File: src/rtl/bg_tile_pixel_pipe.sv
// Background tile pixel pipeline: scrolled screen coordinate -> tilemap -> 2bpp pattern -> palette color.
// Optional horizontal tile mirroring via map_data[12] when BG_HFLIP_EN is defined.
module bg_tile_pixel_pipe #(
    parameter int MAP_AW = 12,
    parameter int PAT_AW = 12
) (
    input  logic              clk,
    input  logic              rst,
    input  logic              frame_start,
    input  logic              pix_valid,
    input  logic [9:0]        pix_x,
    input  logic [9:0]        pix_y,
    input  logic [6:0]        deltaX,
    input  logic [4:0]        deltaY,
    input  logic [159:0]      bg_pal,
    output logic [MAP_AW-1:0] map_addr,
    input  logic [12:0]       map_data,
    output logic [PAT_AW-1:0] pat_addr,
    input  logic [15:0]       pat_data,
    output logic [4:0]        col_out,
    output logic              col_valid
);

    logic [6:0] sx;
    logic [4:0] sy;
    logic [6:0] eff_sx;
    logic [4:0] eff_sy;
    logic [6:0] tile_col;
    logic [4:0] tile_row;

    logic       v1, v2, v3, v4;
    logic [2:0] fx1, fx2, fx3, fx4;
    logic [2:0] fy1, fy2;
    logic [2:0] pal3, pal4;
    logic [2:0] k;
    logic [1:0] pix_val;
    logic [7:0] pal_base;

    // Vertical wrap comes from the 5-bit tile row, so pix_y[9:8] never matter.
    logic unused_bits;
    assign unused_bits = ^{pix_y[9:8], map_data[12]};

    // A frame_start coinciding with a pixel must apply the new scroll to that pixel.
    always_comb begin
        eff_sx   = frame_start ? deltaX : sx;
        eff_sy   = frame_start ? deltaY : sy;
        tile_col = pix_x[9:3] + eff_sx;
        tile_row = pix_y[7:3] + eff_sy;
    end

    always_ff @(posedge clk or posedge rst) begin
        if (rst) begin
            sx       <= '0;
            sy       <= '0;
            map_addr <= '0;
            v1       <= 1'b0;
            fx1      <= '0;
            fy1      <= '0;
        end else begin
            if (frame_start) begin
                sx <= deltaX;
                sy <= deltaY;
            end
            v1 <= pix_valid;
            if (pix_valid) begin
                map_addr <= MAP_AW'({tile_row, tile_col});
                fx1      <= pix_x[2:0];
                fy1      <= pix_y[2:0];
            end
        end
    end

    always_ff @(posedge clk or posedge rst) begin
        if (rst) begin
            v2       <= 1'b0;
            fx2      <= '0;
            fy2      <= '0;
            v3       <= 1'b0;
            fx3      <= '0;
            pal3     <= '0;
            pat_addr <= '0;
            v4       <= 1'b0;
            fx4      <= '0;
            pal4     <= '0;
        end else begin
            v2  <= v1;
            fx2 <= fx1;
            fy2 <= fy1;
            v3  <= v2;
            if (v2) begin
                pat_addr <= PAT_AW'({map_data[8:0], fy2});
                pal3     <= map_data[11:9];
                fx3      <= fx2;
            end
            v4   <= v3;
            pal4 <= pal3;
            fx4  <= fx3;
        end
    end

`ifdef BG_HFLIP_EN
    logic flip3, flip4;

    always_ff @(posedge clk or posedge rst) begin
        if (rst) begin
            flip3 <= 1'b0;
            flip4 <= 1'b0;
        end else begin
            if (v2) flip3 <= map_data[12];
            flip4 <= flip3;
        end
    end

    assign k = flip4 ? ~fx4 : fx4;
`else
    assign k = fx4;
`endif

    // Pixel k sits at [15-2k -: 2], i.e. base 2*(7-k) = {~k, 0}.
    always_comb begin
        pix_val  = pat_data[{~k, 1'b0} +: 2];
        pal_base = {5'd0, pal4} * 8'd20 + {6'd0, pix_val} * 8'd5;
    end

    always_ff @(posedge clk or posedge rst) begin
        if (rst) begin
            col_out   <= '0;
            col_valid <= 1'b0;
        end else begin
            col_out   <= v4 ? bg_pal[pal_base +: 5] : 5'd0;
            col_valid <= v4;
        end
    end

endmodule

File: config.mk
export PLATFORM = sky130hd
export DESIGN_NAME = bg_tile_pixel_pipe
export DESIGN_NICKNAME = d
export VERILOG_FILES = /design/src/rtl/bg_tile_pixel_pipe.sv
export SDC_FILE = /design/constraint.sdc
export NUM_CORES = 1
export LEC_CHECK = 0
export ABC_AREA = 1
export BUFFER_PORTS_ARGS = -buffer_cell sky130_fd_sc_hd__buf_2
export CAP_MARGIN = 15
export CORE_ASPECT_RATIO = 1.4
export CORE_MARGIN = 3
export CORE_UTILIZATION = 49
export DETAILED_ROUTE_END_ITERATION = 8
export PLACE_DENSITY = 0.78
export SLEW_MARGIN = 20
export SYNTH_ARGS = -nofsm -noshare
export SYNTH_HDL_FRONTEND = slang
export SYNTH_SLANG_ARGS = --single-unit
File: constraint.sdc
create_clock -name clk -period 3.56 [get_ports clk]
set_input_delay 0.178 -clock clk [delete_from_list [all_inputs] [get_ports clk]]
set_output_delay 0.178 -clock clk [all_outputs]
set_load 0.02 [all_outputs]
After elaboration in Yosys (flattened, before gate mapping)
Index checks and enable logic that the tools add are counted.
{"block": "word_totals", "elab_cells": 29, "regBits": 70}
{"block": "op_classes", "addsub": 3, "n_mux": 3, "shifts": 2, "multipliers": 2, "n_bitwise": 1}
{"cell": "variable part select 160 x 9 -> 5 bit", "count": 1}
{"cell": "variable part select 16 x 5 -> 2 bit", "count": 1}
{"cell": "2-to-1 mux 5 bit", "count": 2}
{"cell": "adder 8 x 5 -> 8 bit", "count": 1}
{"cell": "adder 7 bit", "count": 1}
{"cell": "2-to-1 mux 7 bit", "count": 1}
{"cell": "multiplier 3 x 3 -> 6 bit (second input constant)", "count": 1}
{"cell": "adder 5 bit", "count": 1}
{"cell": "multiplier 2 x 3 -> 5 bit (second input constant)", "count": 1}
{"cell": "NOT 3 bit", "count": 1}

Longest topological paths before layout
Gate-level depths: netlist (run 1).
{"block": "depth", "ltp_word": 6, "mapped_depth": 22}

Least setup slack after synthesis (run 1)
OpenSTA, ideal clock, no wires.
{"block": "synth_path", "kind": "flip-flop to flip-flop", "start": "register fx4[0]", "end": "register col_out[4]", "arrival_ps": 3171, "stages_incl_launch_ff": 21, "period_less_slack_ps": 3306, "setup_slack_ps": 254, "n_path_buf": 3, "cell_sequence": "dfrtp_1 -> buf_4 -> nor2_1 -> nor2_1 -> nand2_1 -> nand2_1 -> nand2_1 -> nand2_2 -> buf_2 -> buf_2 -> ha_1 -> ha_1 -> fa_1 -> xor2_1 -> inv_1 -> nor2_1 -> nand3_1 -> nand2_1 -> clkinv_1 -> nand2_1 -> a21oi_1"}
{"block": "synth_between", "elab_chain_len": 6}
{"item": "start: declaration", "line_no": "32", "rtl": "logic [2:0] fx1, fx2, fx3, fx4;"}
{"item": "start signal: assignment", "line_no": "83", "rtl": "fx4 <= '0;"}
{"item": "start signal: assignment", "line_no": "97", "rtl": "fx4 <= fx3;"}
{"item": "NOT 3 bit", "line_no": "121", "rtl": "pix_val = pat_data[{~k, 1'b0} +: 2];"}
{"item": "variable part select 16 x 5 -> 2 bit", "line_no": "121"}
{"item": "multiplier 2 x 3 -> 5 bit", "line_no": "122", "rtl": "pal_base = {5'd0, pal4} * 8'd20 + {6'd0, pix_val} * 8'd5;"}
{"item": "adder 8 x 5 -> 8 bit", "line_no": "122"}
{"item": "variable part select 160 x 9 -> 5 bit", "line_no": "130", "rtl": "col_out <= v4 ? bg_pal[pal_base +: 5] : 5'd0;"}
{"item": "2-to-1 mux 5 bit", "line_no": "130"}
{"item": "end signal: assignment", "line_no": "130"}
{"item": "end: declaration", "line_no": "20", "rtl": "output logic [4:0] col_out,"}
No other way between the ends.
A chain may end at the register's enable or synchronous reset.

Final worst setup path (run 1)
Same ends and word-level chain as after synthesis.

==> impl_results.md, run 1 <==
* GP Congestion at 0.886
* Post-synthesis sequential area ratio at 19.0%
* Main synth FF type: dfrtp_1
* CTS tree: yes
* Grt total ovfl at 0
* Setup CP Type: reg -> reg
* Pins Over Slew Limit at 0
* Crit Path Max Fanout at 10
* Crit. End Element: flip-flop
* Initial Util at 50.7%
* Core Region at 0.0182 mm²
* Post-Synthesis Cells at 1616
* Setup_tns at 0 ns
* Clock Path Buffers at 2
* Vias in the first global route at 10.5k
* Synth async-reset ratio at 100%
* RSZ-0062 raised after global routing: no
* IO Count at 255
* Comb power frac at 71.3%
* TritonCTS Sinks at 70
* Leak at 5.91 nW
* Clk pwr share at 13.8%
* EDFF count, synth at 0
* Fillers at 1842
* Chip Height at 169 µm
* FMAX at 323 MHz
* WP data required at 3.76 ns
* Post-CTS setup buffer count at 0
* Setup violators final at 0
* First-pass GRT wire length at 49.2 mm
* CP Data Arrival Time at 3.30 ns
* Netlist cell types at 32
* Status: finished, final reports clean
* Share of layout cells above drive strength 1 at 18.7%
* Period minus WS final at 3.10 ns
* WL per Instance at 15.1 µm
* P per Cell Area at 603 mW/mm²
* Area Growth Syn to Fin at 17.0%
* DRC marker count from the first detailed-route iteration at 1541
* Fin crit share at 87.1%
* Via-to-Cell Ratio at 5.69
* DRT antenna net count at 0
* Hpwl dp at 22.3 mm
* Fin. Hold Viols at 0
* Worst slew pin tran at 0.880 ns
* Clk slew on worst S/H paths at 0.06 ns
* HP Class: in -> async
* Max_slew headroom at 41.3%
* Number of synthesized register bits at 70
* Resized Gates After CTS at 0
* Clock skew at 0.00698 ns
* Dpl cell area at 0.0105 mm²
* Skew-Pair Late Insertion Delay at 0.33 ns
* Nets at 2027
* Die footprint at 0.0206 mm²
* Max VDD drop at 0.445 mV
* Switching Fraction at 52.3%
* Hold buffers post-CTS at 0
* Pin count of the biggest net entering global routing at 185
* DRC violations left at 0
* Final instance area at 0.0108 mm²
* CTS Buf Count at 9
* Die X at 122 µm
* Switch Pwr at 3.41 mW
* Yosys warns at 0
* GRT Util Overall at 28.7%
* Max cap viols at 0
* H-tree Lvls at 3
* Mapped cell area at 0.00924 mm²
* First-pass detailed-route iteration total at 6
* WL final at 30.7 mm
* Via count at 11.5k
* Internal Dissipation at 3.11 mW
* # port buffers at 251
* Syn_nets at 1861
* Worst setup SP type: flip-flop
* Initial antenna violation count at 2
* Sequential power share at 14.9%
* Placement Rows at 58
* Post-synthesis average cell area at 5.72 µm²
* Total design power at 6.52 mW
* Root Buffer: clkbuf_16
## stage by stage
step	std cells	setup slack, ns	hold slack, ns	util [%]
2_1_floorplan	1616	0.254	0.209	-
3_3_place_gp	2011	0.517	0.333	57.7
3_5_place_dp	2011	0.442	0.336	57.7
4_1_cts	2027	0.425	0.0364	59.3
5_1_grt	2027	0.131	0.0584	59.4
6_report	2028	0.459	0.0137	59.4
## worst paths after layout
kind                          start          to  slack, ns  cells past startpoint
setup / recovery             fx4[0]  col_out[4]       0.46                     17
hold / removal                  rst       sx[6]       0.01                      2
setup reg to reg             fx4[0]  col_out[4]       0.46                     17
hold reg to reg                  v3          v4       0.35                      0
max in group asynchronous       rst      fx1[2]       2.79                      3
min in group clk           pix_x[2]      fx1[2]       0.05                      3
## cells in the final DEF, fill, tap and decap left out, types with 2 or more instances in the layout
cell type	instances
inv_2	3
nand2_1	495
dfrtp_1	70
nor2_1	9
inv_4	2
nand3_4	2
nand2_4	2
buf_2	251
ha_1	16
nand3b_1	35
o21ai_1	18
nand3_1	614
xor2_1	8
inv_1	127
buf_12	8
buf_4	19
clkinvlp_4	2
o211ai_1	13
o21ai_0	24
fa_1	3
a21oi_1	10
xnor2_1	3
clkinv_1	3
clkbuf_16	9
mux2_2	28
## layer usage
layer / GRT usage, % / vias up / share of wire [%]
li1: - / 5741 / -
met1: 35.1 / 5160 / 38
met2: 50.6 / 558 / 50
met3: 4.91 / 71 / 8.7
met4: 9.65 / 2 / 3.1
met5: 0 / - / 0.042
## critical path, cell delays in order (launching register included)
cell      delay [ns]
dfrtp_1         0.49
inv_4           0.13
nand2_1         0.07
nand3_1         0.07
nand2_1         0.06
nand2_1         0.10
nand2_4         0.08
ha_1            0.27
ha_1            0.22
fa_1            0.46
xor2_1          0.27
inv_1           0.09
nor2_1          0.25
nand3_1         0.11
nand2_1         0.07
clkinv_1        0.06
nand2_1         0.09
a21oi_1         0.07
## synthesized netlist by cell type, types with 2 or more instances
master | n | area, µm²
nand3_1 | 614 | 3070
nand3b_1 | 35 | 263
inv_2 | 2 | 7.51
o21ai_0 | 24 | 120
nand2_1 | 495 | 1860
buf_2 | 40 | 200
dfrtp_1 | 70 | 1750
buf_1 | 22 | 82.6
mux2_2 | 28 | 315
clkbuf_1 | 42 | 158
a21oi_1 | 10 | 50.1
o21ai_1 | 18 | 90.1
buf_6 | 6 | 67.6
clkinv_1 | 4 | 15.0
fa_1 | 3 | 60.1
xor2_1 | 8 | 70.1
xnor2_1 | 3 | 26.3
nand3_4 | 2 | 35.0
ha_1 | 17 | 213
o211ai_1 | 13 | 97.6
inv_1 | 128 | 480
buf_4 | 14 | 105
nor2_1 | 9 | 33.8
## kinds of logic (layout without fill, tap and decap cells)
group | Yosys count | after routing | share of synthesized area, %
adder cells (fa/ha/maj) | 20 | 20 | 2.95
multiplexers | 28 | 28 | 3.41
buffers and inverters | 259 | 430 | 12.1
other | 0 | 1 | 0
AND/OR/NAND/NOR | 1160 | 1160 | 57.3
AO/OA/AOI/OAI | 68 | 68 | 4.17
XOR/XNOR | 11 | 11 | 1.04
flip-flops | 70 | 70 | 19.0
## final cells by class
type / count / area [µm²] / area share (%)
antenna: 1 / 2.50 / 0.0231
clock buffer: 11 / 243 / 2.24
clock inverter: 5 / 58.8 / 0.544
inverter: 135 / 512 / 4.73
multi-input combinational: 1287 / 6380 / 59.0
sequential: 70 / 1750 / 16.2
tap: 240 / 300 / 2.78
timing repair buffer: 279 / 1570 / 14.5
## flip-flops by register name, indices dropped and copies added (netlist names)
register,cells
v4,1
fx4,3
col_out,5
pal4,3
pat_addr,12
pal3,3
v3,1
fx2,3
sy,5
v1,1
fy2,3
map_addr,12
fy1,3
sx,7
fx3,3
v2,1
col_valid,1
fx1,3
## power by group through the flow
stage / combinational [mW] / clock (mW) / sequential (mW)
after floorplan: 3.41 / 0 / 1.05
after global placement: 4.57 / 0 / 0.982
after detailed placement: 4.61 / 0 / 0.986
after CTS: 4.63 / 0.917 / 0.974
after global routing: 5.20 / 0.953 / 0.985
final: 4.65 / 0.900 / 0.973
No activity file was read; power rests on OpenSTA's default activity.
==> inputs of run 2 (changes only) <==
ABC_AREA = 0   (was 1)
CAP_MARGIN = 30   (was 15)
CORE_UTILIZATION = 48   (was 49)
CTS_CLUSTER_SIZE = 14   (was default)
PLACE_DENSITY = 0.79   (was 0.78)
==> impl_results.md, run 2 <==
* TritonCTS Sinks at 70 (unchanged)
* Mapped cell area at 0.00802 mm² (was 0.00924 mm²)
* Worst path cell trace: buf_6 > mux2_4 > a2bb2oi_2 > o311ai_4 > inv_4 > ha_4 > ha_4 > fa_2 > buf_4 > buf_12 > buf_4 > buf_4 > mux4_2 > mux4_2 > o32ai_2 (was inv_4 > nand2_1 > nand3_1 > nand2_1 > nand2_1 > nand2_4 > ha_1 > ha_1 > fa_1 > xor2_1 > inv_1 > nor2_1 > nand3_1 > nand2_1 > clkinv_1 > nand2_1 > a21oi_1)
* Crit-path max cell delay at 0.63 ns (was 0.49 ns)
* Total design power at 7.41 mW (was 6.52 mW)
* CTS tree: yes (unchanged)
* H-tree Lvls at 3 (unchanged)
* Synth async-reset ratio at 100% (unchanged)
* Worst path bufs/invs at 6 (was 3)
* Placed Cells at 1168 (was 2011)
* Pins Over Slew Limit at 0 (unchanged)
* Commonest non-fill, non-tap cell in the layout: buf_2 (was nand3_1)
* FMAX at 255 MHz (was 323 MHz)
* Via-to-Cell Ratio at 6.17 (was 5.69)
* Netlist cell types at 62 (was 32)
* DRC marker count from the first detailed-route iteration at 499 (was 1541)
* Fillers at 1243 (was 1842)
* ANT cells at 0 (was 1)
* Nets at 1237 (was 2027)
* Syn_nets at 908 (was 1861)
* Leading post-synthesis cells by instance count: 181 x mux2i_1, 92 x mux4_2, 70 x dfrtp_1 (was 614 x nand3_1, 495 x nand2_1, 128 x inv_1)
* Slowest CP cell: fa_2 (was dfrtp_1)
* Clock skew at 0.00553 ns (was 0.00698 ns)
* EDFF count, synth at 0 (unchanged)
* GP Congestion at 1.03 (was 0.886)
* Skew-Pair Late Insertion Delay at 0.33 ns (about the same)
* P per Cell Area at 690 mW/mm² (was 603 mW/mm²)
* Number of synthesized register bits at 70 (unchanged)
* Worst slew pin tran at 0.873 ns (was 0.880 ns)
* Worst setup SP type: flip-flop (unchanged)
* Root Buffer: clkbuf_16 (unchanged)
* Post-synth top area share at 25.8% (was 33.2%)
* DRT antenna net count at 0 (unchanged)
* HP Class: in -> async (unchanged)
* Max VDD drop at 0.438 mV (was 0.445 mV)
* Chip Height at 159 µm (was 169 µm)
* Via count at 7383 (was 11.5k)
* Util after Layout at 65.8% (was 59.4%)
* Worst reg2reg path startpoint: fx4[0] (unchanged)
* First-pass GRT wire length at 41.9 mm (was 49.2 mm)
* Yosys warns at 0 (unchanged)
* GRT Util Overall at 29.2% (was 28.7%)
* Finished Layout Cells at 1196 (was 2028)
* Reg2Reg Setup Slack at -0.36 ns (was 0.46 ns)
* FF-to-FF End: col_out[2] (was col_out[4])
* Top-count cell post-synth: mux2i_1 (was nand3_1)
* Cells on worst reg2reg path at 15 (was 17)
* Fin. Hold Viols at 0 (unchanged)
* Hold buffers post-CTS at 0 (unchanged)
* Status: finished, violations left (was finished, final reports clean)
* # port buffers at 251 (unchanged)
* Hpwl dp at 21.7 mm (was 22.3 mm)
* Share of layout cells above drive strength 1 at 56.0% (was 18.7%)
* Post-route setup slack at -0.360 ns (was 0.459 ns)
* Initial antenna violation count at 1 (was 2)
* CTS Buf Count at 9 (unchanged)
* Crit. End Element: flip-flop (unchanged)
* First-pass detailed-route iteration total at 5 (was 6)
* IO Count at 255 (unchanged)
* Post-synthesis average cell area at 12.1 µm² (was 5.72 µm²)
* Fin crit share at 110% (was 87.1%)
* WL final at 27.0 mm (was 30.7 mm)
* Core Region at 0.0163 mm² (was 0.0182 mm²)
* Area Growth Syn to Fin at 33.8% (was 17.0%)
* Setup_tns at -1.49 ns (was 0 ns)
* Grt total ovfl at 0 (unchanged)
* Synth top area cells: mux4_2 26%, mux2i_1 23%, dfrtp_1 22% (was nand3_1 33%, nand2_1 20%, dfrtp_1 19%)
* Leak at 5.04 nW (was 5.91 nW)
* Setup CP Type: reg -> reg (unchanged)
* Max_slew headroom at 41.7% (was 41.3%)
* Most frequent cells in the layout: 251 x buf_2, 181 x mux2i_1, 108 x buf_4 (was 614 x nand3_1, 495 x nand2_1, 251 x buf_2)
* Clk slew on worst S/H paths at 0.06 ns (about the same)
* Max cap viols at 0 (unchanged)
* Most used cell along the critical path: buf_4 (was nand2_1)
* Crit Path Max Fanout at 7 (was 10)
* Setup violators final at 5 (was 0)
* Post-synthesis sequential area ratio at 21.8% (was 19.0%)
* Vias in the first global route at 8108 (was 10.5k)
* Initial Util at 49.2% (was 50.7%)
* Worst-case hold slack at 0.0311 ns (was 0.0137 ns)
* Post-Synthesis Cells at 663 (was 1616)
* Period minus WS final at 3.92 ns (was 3.10 ns)
* Clock Path Buffers at 2 (unchanged)
* Largest regs: map_addr: 12 flops, pat_addr: 12 flops, sx: 7 flops (unchanged)
* Main synth FF type: dfrtp_1 (unchanged)
* Die footprint at 0.0183 mm² (was 0.0206 mm²)
* Pin count of the biggest net entering global routing at 67 (was 185)
* WP data required at 3.79 ns (was 3.76 ns)
* WL per Instance at 22.6 µm (was 15.1 µm)
* CP Data Arrival Time at 4.15 ns (was 3.30 ns)
* Placement Rows at 55 (was 58)
* Delay-heaviest family, CP: multiplexers (was adder cells)
* Failing checks: negative setup slack
* Yosys top cell by area: mux4_2 (was nand3_1)
* Die X at 115 µm (was 122 µm)
* RSZ-0062 raised after global routing: yes (was no)
* DRC violations left at 0 (unchanged)
## run 2: power breakdown
| part | leakage [nW] | internal [mW] | total, mW | switching (mW) |
|---|---|---|---|---|
| combinational | 4.06 | 2.87 | 5.38 | 2.51 |
| sequential | 0.824 | 0.923 | 1.01 | 0.0912 |
| clock | 0.160 | 0.687 | 1.02 | 0.331 |
## run 2: cell type report
type	instances	area (µm²)	share of cell area [%]
clock buffer	11	233	2.17
clock inverter	5	106	0.991
inverter	16	62.6	0.583
multi-input combinational	521	5970	55.6
sequential	70	1750	16.3
tap	199	249	2.32
timing repair buffer	374	2360	22.0
## run 2: cell families (layout without fill, tap and decap cells)
kind of cell	Yosys count	in the layout	share of synthesized area (%)
AOI/OAI and AO/OA	68	68	6.60
xor gates and xnor gates	14	14	1.87
adders and majority gates	20	20	3.40
buffers and inverters	72	406	5.19
DFF	70	70	21.8
muxes	325	325	55.9
and+or+nand+nor	94	94	5.18
## run 2: what timing repair did
item / in CTS / in global routing
pin swaps: 4 / 4
gates resized for setup: 14 / 16
endpoints found under the setup margin: 5 / 5
setup buffers: 3 / 6
gates cloned: 2 / 0
## run 2: layer usage
layer / up-vias / global-route usage (%) / routed length, µm
met4: 2 / 16.9 / 1730
met3: 118 / 5.21 / 1920
met2: 400 / 52.6 / 14600
met1: 3561 / 31.1 / 8810
met5: - / 0 / 7
li1: 3302 / - / -
## run 2: worst max-delay path by stage
stage,start,endpoint,slack (ns),depth (start not counted)
finish,fx4[0],col_out[2],-0.36,15
global route,fx4[0],col_out[4],-0.48,14
CTS,fx4[0],col_out[1],-0.34,12
detailed placement,fx4[0],col_out[1],-0.55,14
global placement,fx4[0],col_out[1],-0.41,14
floorplan,fx4[1],col_out[2],-0.74,16
## run 2: stage by stage
| step | setup slack (ns) | instance area [µm²] |
|---|---|---|
| after detailed placement | -0.546 | 10100 |
| after CTS | -0.344 | 10600 |
| after floorplan | -0.741 | 8130 |
| final | -0.360 | 10700 |
| after global routing | -0.484 | 10700 |
| after global placement | -0.414 | 10100 |
